===== src/rtl/ctrl_seq_microcode_pkg.sv =====
// ---------------------------------------------------------------------------
// ctrl_seq_pkg
// Shared types and constants for the microcoded control sequencer.
//   state_t        : sequencer FSM states (IDLE, RUN)
//   UC_CTRL_LSB    : LSB of the ctrl field in a microcode word {last, ctrl}
//   DISP_UPC_LSB   : LSB of the start_upc field in a dispatch word {valid, start_upc}
//   NOP_CTRL_WORD  : all-zero control word, sliced to CTRL_W by users
// The flag bit of each word (last / valid) sits directly above its field,
// so its index is the field LSB plus the field width.
// ---------------------------------------------------------------------------
package ctrl_seq_pkg;

    typedef enum logic {
        IDLE = 1'b0,
        RUN  = 1'b1
    } state_t;

    localparam int UC_CTRL_LSB  = 0;
    localparam int DISP_UPC_LSB = 0;

    localparam logic [63:0] NOP_CTRL_WORD = '0;

endpackage


===== src/rtl/ctrl_seq_microcode_if.sv =====
// ---------------------------------------------------------------------------
// ctrl_seq_microcode_if
// Instruction handshake between fetch (master) and the sequencer (slave).
//   instr_valid : opcode offered by fetch
//   instr_ready : sequencer can accept (high only in IDLE)
//   opcode      : binary opcode, sampled on accept
// ---------------------------------------------------------------------------
interface ctrl_seq_microcode_if #(
    parameter int OPCODE_W = 6
);
    logic                instr_valid;
    logic                instr_ready;
    logic [OPCODE_W-1:0] opcode;

    modport master (
        output instr_valid,
        output opcode,
        input  instr_ready
    );

    modport slave (
        input  instr_valid,
        input  opcode,
        output instr_ready
    );
endinterface


===== src/rtl/ctrl_seq_microcode_tables.sv =====
// ---------------------------------------------------------------------------
// ctrl_seq_tables
// Dispatch table (opcode -> start micro-PC) and microcode store (upc ->
// {last, ctrl}). Both are plain register arrays, written on the rising edge
// and read asynchronously. Contents are not reset.
// Ports:
//   clk                                  : write clock
//   ucode_we/ucode_addr/ucode_wdata      : microcode write port ({last, ctrl})
//   disp_we/disp_addr/disp_wdata         : dispatch write port ({valid, start_upc})
//   upc -> uc_ctrl, uc_last              : microcode read port
//   opcode -> start_upc, entry_valid     : dispatch read port
// Build option CTRL_SEQ_ILLEGAL_TRAP_EN: when defined the dispatch valid bit
// is stored and returned on entry_valid; otherwise it is dropped and
// entry_valid is constant 1.
// ---------------------------------------------------------------------------
module ctrl_seq_tables
    import ctrl_seq_pkg::*;
#(
    parameter int OPCODE_W = 6,
    parameter int CTRL_W   = 7,
    parameter int UPC_W    = 5
) (
    input  logic                clk,
    input  logic                ucode_we,
    input  logic [UPC_W-1:0]    ucode_addr,
    input  logic [CTRL_W:0]     ucode_wdata,
    input  logic                disp_we,
    input  logic [OPCODE_W-1:0] disp_addr,
    input  logic [UPC_W:0]      disp_wdata,
    input  logic [UPC_W-1:0]    upc,
    output logic [CTRL_W-1:0]   uc_ctrl,
    output logic                uc_last,
    input  logic [OPCODE_W-1:0] opcode,
    output logic [UPC_W-1:0]    start_upc,
    output logic                entry_valid
);
    localparam int UC_LAST_BIT    = UC_CTRL_LSB + CTRL_W;
    localparam int DISP_VALID_BIT = DISP_UPC_LSB + UPC_W;

    logic [CTRL_W:0] ucode_mem [2**UPC_W];

    always_ff @(posedge clk) begin
        if (ucode_we) begin
            ucode_mem[ucode_addr] <= ucode_wdata;
        end
    end

    assign uc_ctrl = ucode_mem[upc][UC_LAST_BIT-1:UC_CTRL_LSB];
    assign uc_last = ucode_mem[upc][UC_LAST_BIT];

`ifdef CTRL_SEQ_ILLEGAL_TRAP_EN
    logic [UPC_W:0] disp_mem [2**OPCODE_W];

    always_ff @(posedge clk) begin
        if (disp_we) begin
            disp_mem[disp_addr] <= disp_wdata;
        end
    end

    assign start_upc   = disp_mem[opcode][DISP_VALID_BIT-1:DISP_UPC_LSB];
    assign entry_valid = disp_mem[opcode][DISP_VALID_BIT];
`else
    logic [UPC_W-1:0] disp_mem [2**OPCODE_W];
    logic             unused_valid;

    always_ff @(posedge clk) begin
        if (disp_we) begin
            disp_mem[disp_addr] <= disp_wdata[DISP_VALID_BIT-1:DISP_UPC_LSB];
        end
    end

    // Valid bit has no storage in this build; every entry dispatches.
    assign unused_valid = disp_wdata[DISP_VALID_BIT];
    assign start_upc    = disp_mem[opcode];
    assign entry_valid  = 1'b1;
`endif

endmodule


===== src/rtl/ctrl_seq_microcode.sv =====
// ---------------------------------------------------------------------------
// ctrl_seq_microcode
// Multi-cycle microcoded control unit. An opcode accepted over the
// instruction handshake is dispatched to a start micro-PC; one control word
// per cycle is then driven to the datapath until the entry flagged 'last'.
// Ports:
//   clk, rst                 : clock (rising edge), async active-high reset
//   ibus (slave)             : instr_valid / instr_ready / opcode
//   stall                    : freeze micro-PC and hold ctrl_out
//   ctrl_out [CTRL_W]        : current control word (0 = NOP outside RUN)
//   busy                     : high while in RUN
//   done                     : high during the final micro-op cycle
//   illegal                  : 1-cycle pulse on an illegal opcode
//   ucode_we/addr/wdata      : microcode write port, {last, ctrl}
//   disp_we/addr/wdata       : dispatch write port, {valid, start_upc}
// Build option CTRL_SEQ_ILLEGAL_TRAP_EN: when defined, accepting an opcode
// whose dispatch entry is invalid pulses illegal and stays in IDLE; when
// undefined, illegal is tied to 0 and every opcode dispatches.
// ---------------------------------------------------------------------------
module ctrl_seq_microcode
    import ctrl_seq_pkg::*;
#(
    parameter int OPCODE_W = 6,
    parameter int CTRL_W   = 7,
    parameter int UPC_W    = 5
) (
    input  logic                clk,
    input  logic                rst,
    ctrl_seq_microcode_if.slave ibus,
    input  logic                stall,
    output logic [CTRL_W-1:0]   ctrl_out,
    output logic                busy,
    output logic                done,
    output logic                illegal,
    input  logic                ucode_we,
    input  logic [UPC_W-1:0]    ucode_addr,
    input  logic [CTRL_W:0]     ucode_wdata,
    input  logic                disp_we,
    input  logic [OPCODE_W-1:0] disp_addr,
    input  logic [UPC_W:0]      disp_wdata
);
    state_t             state;
    logic [UPC_W-1:0]   upc;
    logic               idle;
    logic               accept;
    logic               seq_end;
    logic [CTRL_W-1:0]  uc_ctrl;
    logic               uc_last;
    logic [UPC_W-1:0]   start_upc;
    logic               entry_valid;

    assign idle   = (state == IDLE);
    assign accept = ibus.instr_valid && idle;
    assign ibus.instr_ready = idle;

    // Table writes only take effect while idle. An accept in the same cycle
    // as a dispatch write reads the old entry, since the read is
    // combinational and the write lands on the edge.
    ctrl_seq_tables #(
        .OPCODE_W (OPCODE_W),
        .CTRL_W   (CTRL_W),
        .UPC_W    (UPC_W)
    ) u_tables (
        .clk         (clk),
        .ucode_we    (ucode_we && idle),
        .ucode_addr  (ucode_addr),
        .ucode_wdata (ucode_wdata),
        .disp_we     (disp_we && idle),
        .disp_addr   (disp_addr),
        .disp_wdata  (disp_wdata),
        .upc         (upc),
        .uc_ctrl     (uc_ctrl),
        .uc_last     (uc_last),
        .opcode      (ibus.opcode),
        .start_upc   (start_upc),
        .entry_valid (entry_valid)
    );

    // The top micro-PC entry always ends the sequence so upc never wraps.
    assign seq_end  = uc_last || (upc == {UPC_W{1'b1}});
    assign busy     = (state == RUN);
    assign ctrl_out = busy ? uc_ctrl : NOP_CTRL_WORD[CTRL_W-1:0];
    assign done     = busy && seq_end && !stall;

    always_ff @(posedge clk or posedge rst) begin
        if (rst) begin
            state <= IDLE;
            upc   <= '0;
        end else begin
            case (state)
                IDLE: begin
                    if (accept && entry_valid) begin
                        upc   <= start_upc;
                        state <= RUN;
                    end
                end
                RUN: begin
                    if (!stall) begin
                        if (seq_end) begin
                            state <= IDLE;
                        end else begin
                            upc <= upc + 1'b1;
                        end
                    end
                end
                default: state <= IDLE;
            endcase
        end
    end

`ifdef CTRL_SEQ_ILLEGAL_TRAP_EN
    logic illegal_q;

    always_ff @(posedge clk or posedge rst) begin
        if (rst) begin
            illegal_q <= 1'b0;
        end else begin
            illegal_q <= accept && !entry_valid;
        end
    end

    assign illegal = illegal_q;
`else
    assign illegal = 1'b0;
`endif

endmodule


===== src/flat_wrapper.sv =====
// flat-port wrapper written by rule: the top's interface ports become plain ports
module ctrl_seq_microcode_flat import ctrl_seq_pkg::*;
#(
    parameter int OPCODE_W = 6,
    parameter int CTRL_W   = 7,
    parameter int UPC_W    = 5
)
  (clk, rst, stall, ctrl_out, busy, done, illegal, ucode_we, ucode_addr, ucode_wdata, disp_we, disp_addr, disp_wdata, ibus_instr_valid, ibus_opcode, ibus_instr_ready);
  ctrl_seq_microcode_if #(.OPCODE_W(OPCODE_W)) ibus_i ();
  input  logic clk;
  input  logic rst;
  input  logic stall;
  output logic [CTRL_W-1:0] ctrl_out;
  output logic busy;
  output logic done;
  output logic illegal;
  input  logic ucode_we;
  input  logic [UPC_W-1:0] ucode_addr;
  input  logic [CTRL_W:0] ucode_wdata;
  input  logic disp_we;
  input  logic [OPCODE_W-1:0] disp_addr;
  input  logic [UPC_W:0] disp_wdata;
  input wire logic [$bits(ibus_i.instr_valid)-1:0] ibus_instr_valid;
  input wire logic [$bits(ibus_i.opcode)-1:0] ibus_opcode;
  output wire logic [$bits(ibus_i.instr_ready)-1:0] ibus_instr_ready;
  assign ibus_i.instr_valid = ibus_instr_valid;
  assign ibus_i.opcode = ibus_opcode;
  assign ibus_instr_ready = ibus_i.instr_ready;
  ctrl_seq_microcode #(.OPCODE_W(OPCODE_W), .CTRL_W(CTRL_W), .UPC_W(UPC_W)) u_core (.clk(clk), .rst(rst), .ibus(ibus_i), .stall(stall), .ctrl_out(ctrl_out), .busy(busy), .done(done), .illegal(illegal), .ucode_we(ucode_we), .ucode_addr(ucode_addr), .ucode_wdata(ucode_wdata), .disp_we(disp_we), .disp_addr(disp_addr), .disp_wdata(disp_wdata));
endmodule

===== config.mk =====
export PLATFORM = sky130hd
export DESIGN_NAME = ctrl_seq_microcode_flat
export DESIGN_NICKNAME = d
export VERILOG_FILES = /design/src/rtl/ctrl_seq_microcode_pkg.sv /design/src/rtl/ctrl_seq_microcode_if.sv /design/src/rtl/ctrl_seq_microcode_tables.sv /design/src/rtl/ctrl_seq_microcode.sv /design/src/flat_wrapper.sv
export SDC_FILE = /design/constraint.sdc
export NUM_CORES = 1
export LEC_CHECK = 0
export CORE_ASPECT_RATIO = 0.9
export CORE_MARGIN = 4
export CORE_UTILIZATION = 35
export DETAILED_ROUTE_END_ITERATION = 8
export PLACE_DENSITY = 0.57
export REMOVE_ABC_BUFFERS = 1
export SLEW_MARGIN = 25
export SYNTH_ARGS = -nofsm -noshare
export SYNTH_HDL_FRONTEND = slang
export SYNTH_SLANG_ARGS = --single-unit

===== constraint.sdc =====
create_clock -name clk -period 3.31 [get_ports clk]
set_input_delay 0.331 -clock clk [delete_from_list [all_inputs] [get_ports clk]]
set_output_delay 0.331 -clock clk [all_outputs]
set_load 0.05 [all_outputs]

## After elaboration in Yosys (flattened, before gate mapping)

Memories as Yosys holds them, arrays and structs flattened.
Cells that the tools add are included.

| storage, ports and cells | value |
|---|---|
| register bits after elaboration | 6 |
| bits in latches | 0 |
| RAM bits | 576 |
| ROM bits | 0 |
| input bits | 37 |
| output and inout port bits | 11 |
| word-level logic and storage cells | 31 |
| memories kept | 2 |

Memories:

| name | words | bits a word | rd ports | clocked after Yosys merged registers in | write ports | RTL line | RTL |
|---|---|---|---|---|---|---|---|
| u_core.u_tables.disp_mem | 64 | 5 | 1 | 0 | 1 | ctrl_seq_microcode_tables.sv:63 | `logic [UPC_W-1:0] disp_mem [2**OPCODE_W];` |
| u_core.u_tables.ucode_mem | 32 | 8 | 1 | 0 | 1 | ctrl_seq_microcode_tables.sv:40 | `logic [CTRL_W:0] ucode_mem [2**UPC_W];` |

| cells by class | value |
|---|---|
| $add $sub $neg | 1 |
| $mul | 0 |
| divide/modulo/power cells | 0 |
| $lt $le $gt $ge | 0 |
| equal/unequal tests | 4 |
| shifts and indexed selects | 0 |
| mux-type cells | 13 |
| bitwise gates (word level) | 1 |
| reductions and logical operators | 8 |

Operators by type and width:

| operator | number |
|---|---|
| $mux W5 | 3 |
| $pmux W5 S2 | 1 |
| $mux W1 | 7 |
| $mux W7 | 1 |
| $ne A2 B2 Y1 const B | 3 |
| $add A5 B1 Y5 const B | 1 |
| $eq A5 B5 Y1 const B | 1 |
| $logic_and A1 B1 Y1 | 5 |
| $reduce_and A3 Y1 | 1 |
| $pmux W1 S2 | 1 |
| $logic_not A1 Y1 | 1 |
| $logic_or A1 B1 Y1 | 1 |
| $not A1 Y1 | 1 |

## Logic depth before layout (Yosys ltp)

| depth | value |
|---|---|
| word-level depth | 5 |
| depth in mapped cells | 10 |
| mapped depth without buffers | 8 |

## Modules after synthesis

A second synthesis with hierarchy kept.

| second synthesis, totals | value |
|---|---|
| cells, all modules | 1067 |
| area, all modules | 22908.2 µm² |

Modules (own cells, without submodules):

| module | times used | cells each | area each (µm²) | sequential area each (µm²) |
|---|---|---|---|---|
| ctrl_seq_tables | 1 | 1018 | 22435.3 | 17296.6 |
| ctrl_seq_microcode | 1 | 49 | 473.0 | 150.1 |

## Least setup slack after synthesis

OpenSTA, ideal clock, no wires.

| path | value |
|---|---|
| path kind | reg-to-output |
| from | register u_core.upc[2] |
| to | output port done |
| arrival | 2478 ps |
| data required time | 2979 ps |
| setup slack | 501 ps |
| cell stages (with the launch flop) | 8 |
| cell sequence | dfrtp_1 > buf_2 > buf_2 > clkbuf_1 > and3_1 > ha_1 > nor3_1 > nor2_1 |

| between the ends | value |
|---|---|
| cells in the longest elaborated chain, start to end | 4 |
| elaborated cells on any way between the ends | 5 |
| classes of those cells | 1 x eq/ne; 3 x reduce/logical; 1 x memory |

RTL lines:

| element | RTL line | RTL |
|---|---|---|
| start: declaration | ctrl_seq_microcode.sv:43 | `logic [UPC_W-1:0] upc;` |
| start signal: assignment | ctrl_seq_microcode.sv:93 | `upc <= start_upc;` |
| start signal: assignment | ctrl_seq_microcode.sv:102 | `upc <= upc + 1'b1;` |
| $mem_v2 Z32 W8 or $eq A5 B5 Y1 (tied branches) | n/a |  |
| $logic_or A1 B1 Y1 (*) | ctrl_seq_microcode.sv:80 | `assign seq_end = uc_last \|\| (upc == {UPC_W{1'b1}});` |
| $logic_and A1 B1 Y1 (*) (2 in series) | ctrl_seq_microcode.sv:83 | `assign done = busy && seq_end && !stall;` |
| end: declaration | flat_wrapper.sv:15 | `output logic done;` |

Every way passes the cells marked *; elsewhere a longest branch is shown, timed or not.

## Worst setup path after layout

| path | value |
|---|---|
| from | register u_core.upc[0] |
| to | output port ctrl_out[4] |

| between the ends | value |
|---|---|
| cells in the longest elaborated chain, start to end | 2 |

RTL lines:

| element | RTL line | RTL |
|---|---|---|
| $mem_v2 Z32 W8 | n/a |  |
| $mux W7 | ctrl_seq_microcode.sv:82 | `assign ctrl_out = busy ? uc_ctrl : NOP_CTRL_WORD[CTRL_W-1:0];` |
| end: declaration | flat_wrapper.sv:13 | `output logic [CTRL_W-1:0] ctrl_out;` |

Every way passes these cells.

==> impl_metrics.ini <==
[detailed_routing]
totalWireLength_um = 50470
via_per_inst = 5.192
first_pass_iters = 5
drc = 0
drt_iter0_drc = 1029
vias = 11060
wl_per_cell_um = 23.69
ant_nets = 0

[synth]
ys_warn_count = 0
syn-instance-count = 1099
synth_top_area_cell = edfxtp_1
synth-seq-cells = 582
avgSynthCellArea_um2 = 20.90
ys.flop_type = edfxtp_1
ys_top_cells_by_count = edfxtp_1 (576), mux4_2 (157), nor2_1 (122)
async_reset_ff_share_pct = 1.031
synthesis.area_um2 = 22970
synth_edf_count = 576
synth_top_area_share_pct = 75.31
synth_most_common_cell = edfxtp_1
synthDistinctLibCells = 45
yosysSeqAreaShare_pct = 75.96
synthTopCellsByArea = edfxtp_1 (75%), mux4_2 (15%), nor2_1 (2.0%), mux2i_1 (1.6%), dfrtp_1 (0.65%)

[clock_tree]
cts_tree = built
h-tree-depth = 2
cts_root_buf = clkbuf_16
cts_max_path_buffers = 3
cts_buffers = 55
insertion_delay_ns = 0.58
clkTransAtPathRegs_ns = 0.06
clock-sinks = 582

[finish]
final_cells = 2130
fin_util_pct = 41.42
drive_above_1_share_pct = 27.29
n_antenna_cell = 0
multi_input_area_um2 = 5249
seq_area_um2 = 17460
layout.nets = 1270
area_growth_pct = 16.37
nFillCells = 5707

[hold_path]
hold_class = in -> reg
min_to = u_core.u_tables.ucode_mem[3][7]
min_from = ucode_wdata[7]
min_path_cells = 1

[placed_design]
place_ws_ns = 0.2222
place_inst = 2022
hpwl_um = 31800
io_buffers = 45
gp_congestion = 0.8038

[timing]
hold_viol_final = 0
period_share_pct = 98.70
fin_ws_ns = 0.04289
fmax_mhz = 306.1
post-route-min-period_ns = 3.267
slew_headroom_pct = 47.64
worstMarginPinSlew_ns = 0.7826
hold_ws_ns = 0.2836
drv_slew = 0
fin_skew_ns = 0.01253
setup_viol = 0
rsz0062_at_grt = yes

[worst_setup_path]
required_ns = 2.98
crit_type = reg -> out
worstRegToRegCells = 10
critPathMaxFanout = 5
r2r_slack_ns = 0.58
worstPathArrival_ns = 2.94
start_kind = register
r2r-start = u_core.upc[0]
rr_endpoint = u_core.upc[4]
worstSetupEndpointType = output pin

[grt]
grt_first_pass_wirelength_um = 76250
antenna_found_initial = 0
first_global_vias = 11480
grt_max_degree = 65
grt-ovfl-total = 0
track_usage_pct = 14.38

[run]
drv_cap = 0

[power_and_ir_drop]
ir_worst_vdd_mv = 1.196
leakagePower_nw = 8.327
p_per_area_nw_per_um2 = 676.1

[die]
die_area_um2 = 69790
die_height_um = 251.0
die_w_um = 278.0
io-pin-count = 48
rows = 88
start_util_pct = 35.60
core-area_um2 = 64520

[run_status]
status = finished, final reports clean
==> placed cells by master (no fill, tap or decap), types with 3 or more instances in the layout <==
| cell | n |
|---|---|
| a211oi_1 | 5 |
| clkinv_2 | 6 |
| nand3b_1 | 7 |
| nand2_1 | 29 |
| mux2_2 | 4 |
| and3_1 | 3 |
| mux2i_1 | 34 |
| nor2_1 | 120 |
| clkinv_1 | 17 |
| o21ai_0 | 4 |
| nor3_1 | 5 |
| a22oi_1 | 7 |
| nor2b_1 | 14 |
| nand2b_1 | 3 |
| a2111oi_0 | 6 |
| buf_12 | 9 |
| clkbuf_1 | 15 |
| inv_1 | 3 |
| buf_6 | 5 |
| clkbuf_16 | 57 |
| buf_4 | 89 |
| or3b_2 | 4 |
| nand3_1 | 14 |
| nand4_1 | 6 |
| clkdlybuf4s50_1 | 28 |
| bufinv_16 | 5 |
| mux4_2 | 157 |
| dfrtp_1 | 3 |
| edfxtp_1 | 576 |
| or3_1 | 3 |
==> where the power goes <==
| part | total, mW | internal [mW] | leakage, nW | switching (mW) |
|---|---|---|---|---|
| logic | 3.57 | 1.65 | 2.24 | 1.92 |
| clock network | 6.14 | 3.52 | 0.841 | 2.62 |
| registers | 8.37 | 8.17 | 5.25 | 0.191 |
| total | 18.1 | 13.3 | 8.33 | 4.73 |
==> cell families after synthesis <==
kind of cell | share of synthesized area (%)
other | 0.01633
buffers and inverters | 1.242
muxes | 17.16
DFF | 75.96
and+or+nand+nor | 4.265
AOI/OAI and AO/OA | 1.248
adders and majority gates | 0.1089
==> how the worst max path moves through the flow <==
stage / from / endpoint / slack [ns] / cells past startpoint
final: u_core.upc[0] / ctrl_out[4] / 0.04 / 7
after floorplan: u_core.upc[0] / done / -1.13 / 6
after detailed placement: ibus_opcode[0] / u_core.upc[0] / 0.22 / 7
after global routing: u_core.upc[0] / ctrl_out[1] / -0.01 / 8
after global placement: ibus_opcode[0] / u_core.upc[0] / 0.24 / 7
after CTS: u_core.upc[0] / ctrl_out[6] / 0.04 / 7
==> repair_timing <==
action                                 in CTS  in global routing
gates resized for setup                     4                  9
buffers inserted                            5                  1
hold buffers                                1                  0
endpoints found under the hold margin       5                  0
setup endpoints to repair                   8                  8
==> state kept, by name, summed over array words and instances, names as in the netlist <==
name,flops
u_core.busy,1
u_core.u_tables.disp_mem,320
u_core.u_tables.ucode_mem,256
u_core.upc,5
==> critical path, cell delays in order, from the launching register on <==
cell	delay (ns)
dfrtp_4	0.43
buf_12	0.15
buf_4	0.18
mux4_2	0.56
mux4_2	0.53
mux2i_1	0.24
nor2_1	0.07
buf_4	0.19
==> metal layers <==
| metal | vias to the layer above | GRT usage (%) | share of wire [%] |
|---|---|---|---|
| li1 | 4803 | - | - |
| met1 | 5866 | 21.59 | 47 |
| met2 | 312 | 22.13 | 46 |
| met3 | 79 | 2.804 | 5.6 |
| met4 | 0 | 2.882 | 1.8 |
| met5 | - | 0 | 0 |
==> metrics by stage <==
step	setup TNS [ns]	cell area [um^2]	power (mW)
2_1_floorplan	-11.72	22700	10.63
3_3_place_gp	0	24870	11.91
3_5_place_dp	0	24870	11.95
4_1_cts	0	26690	18.17
5_1_grt	-0.01875	26730	18.77
6_report	0	26730	18.07
==> area by class of cell <==
type / count / area share [%]
Inverter: 4 / 0.05617
Clock buffer: 72 / 5.547
Timing Repair Buffer: 134 / 4.508
Clock inverter: 29 / 0.9409
Multi-Input combinational cell: 454 / 19.64
Sequential cell: 582 / 65.31
Tap cell: 855 / 4.002
Power figures use the tool's default switching activity.
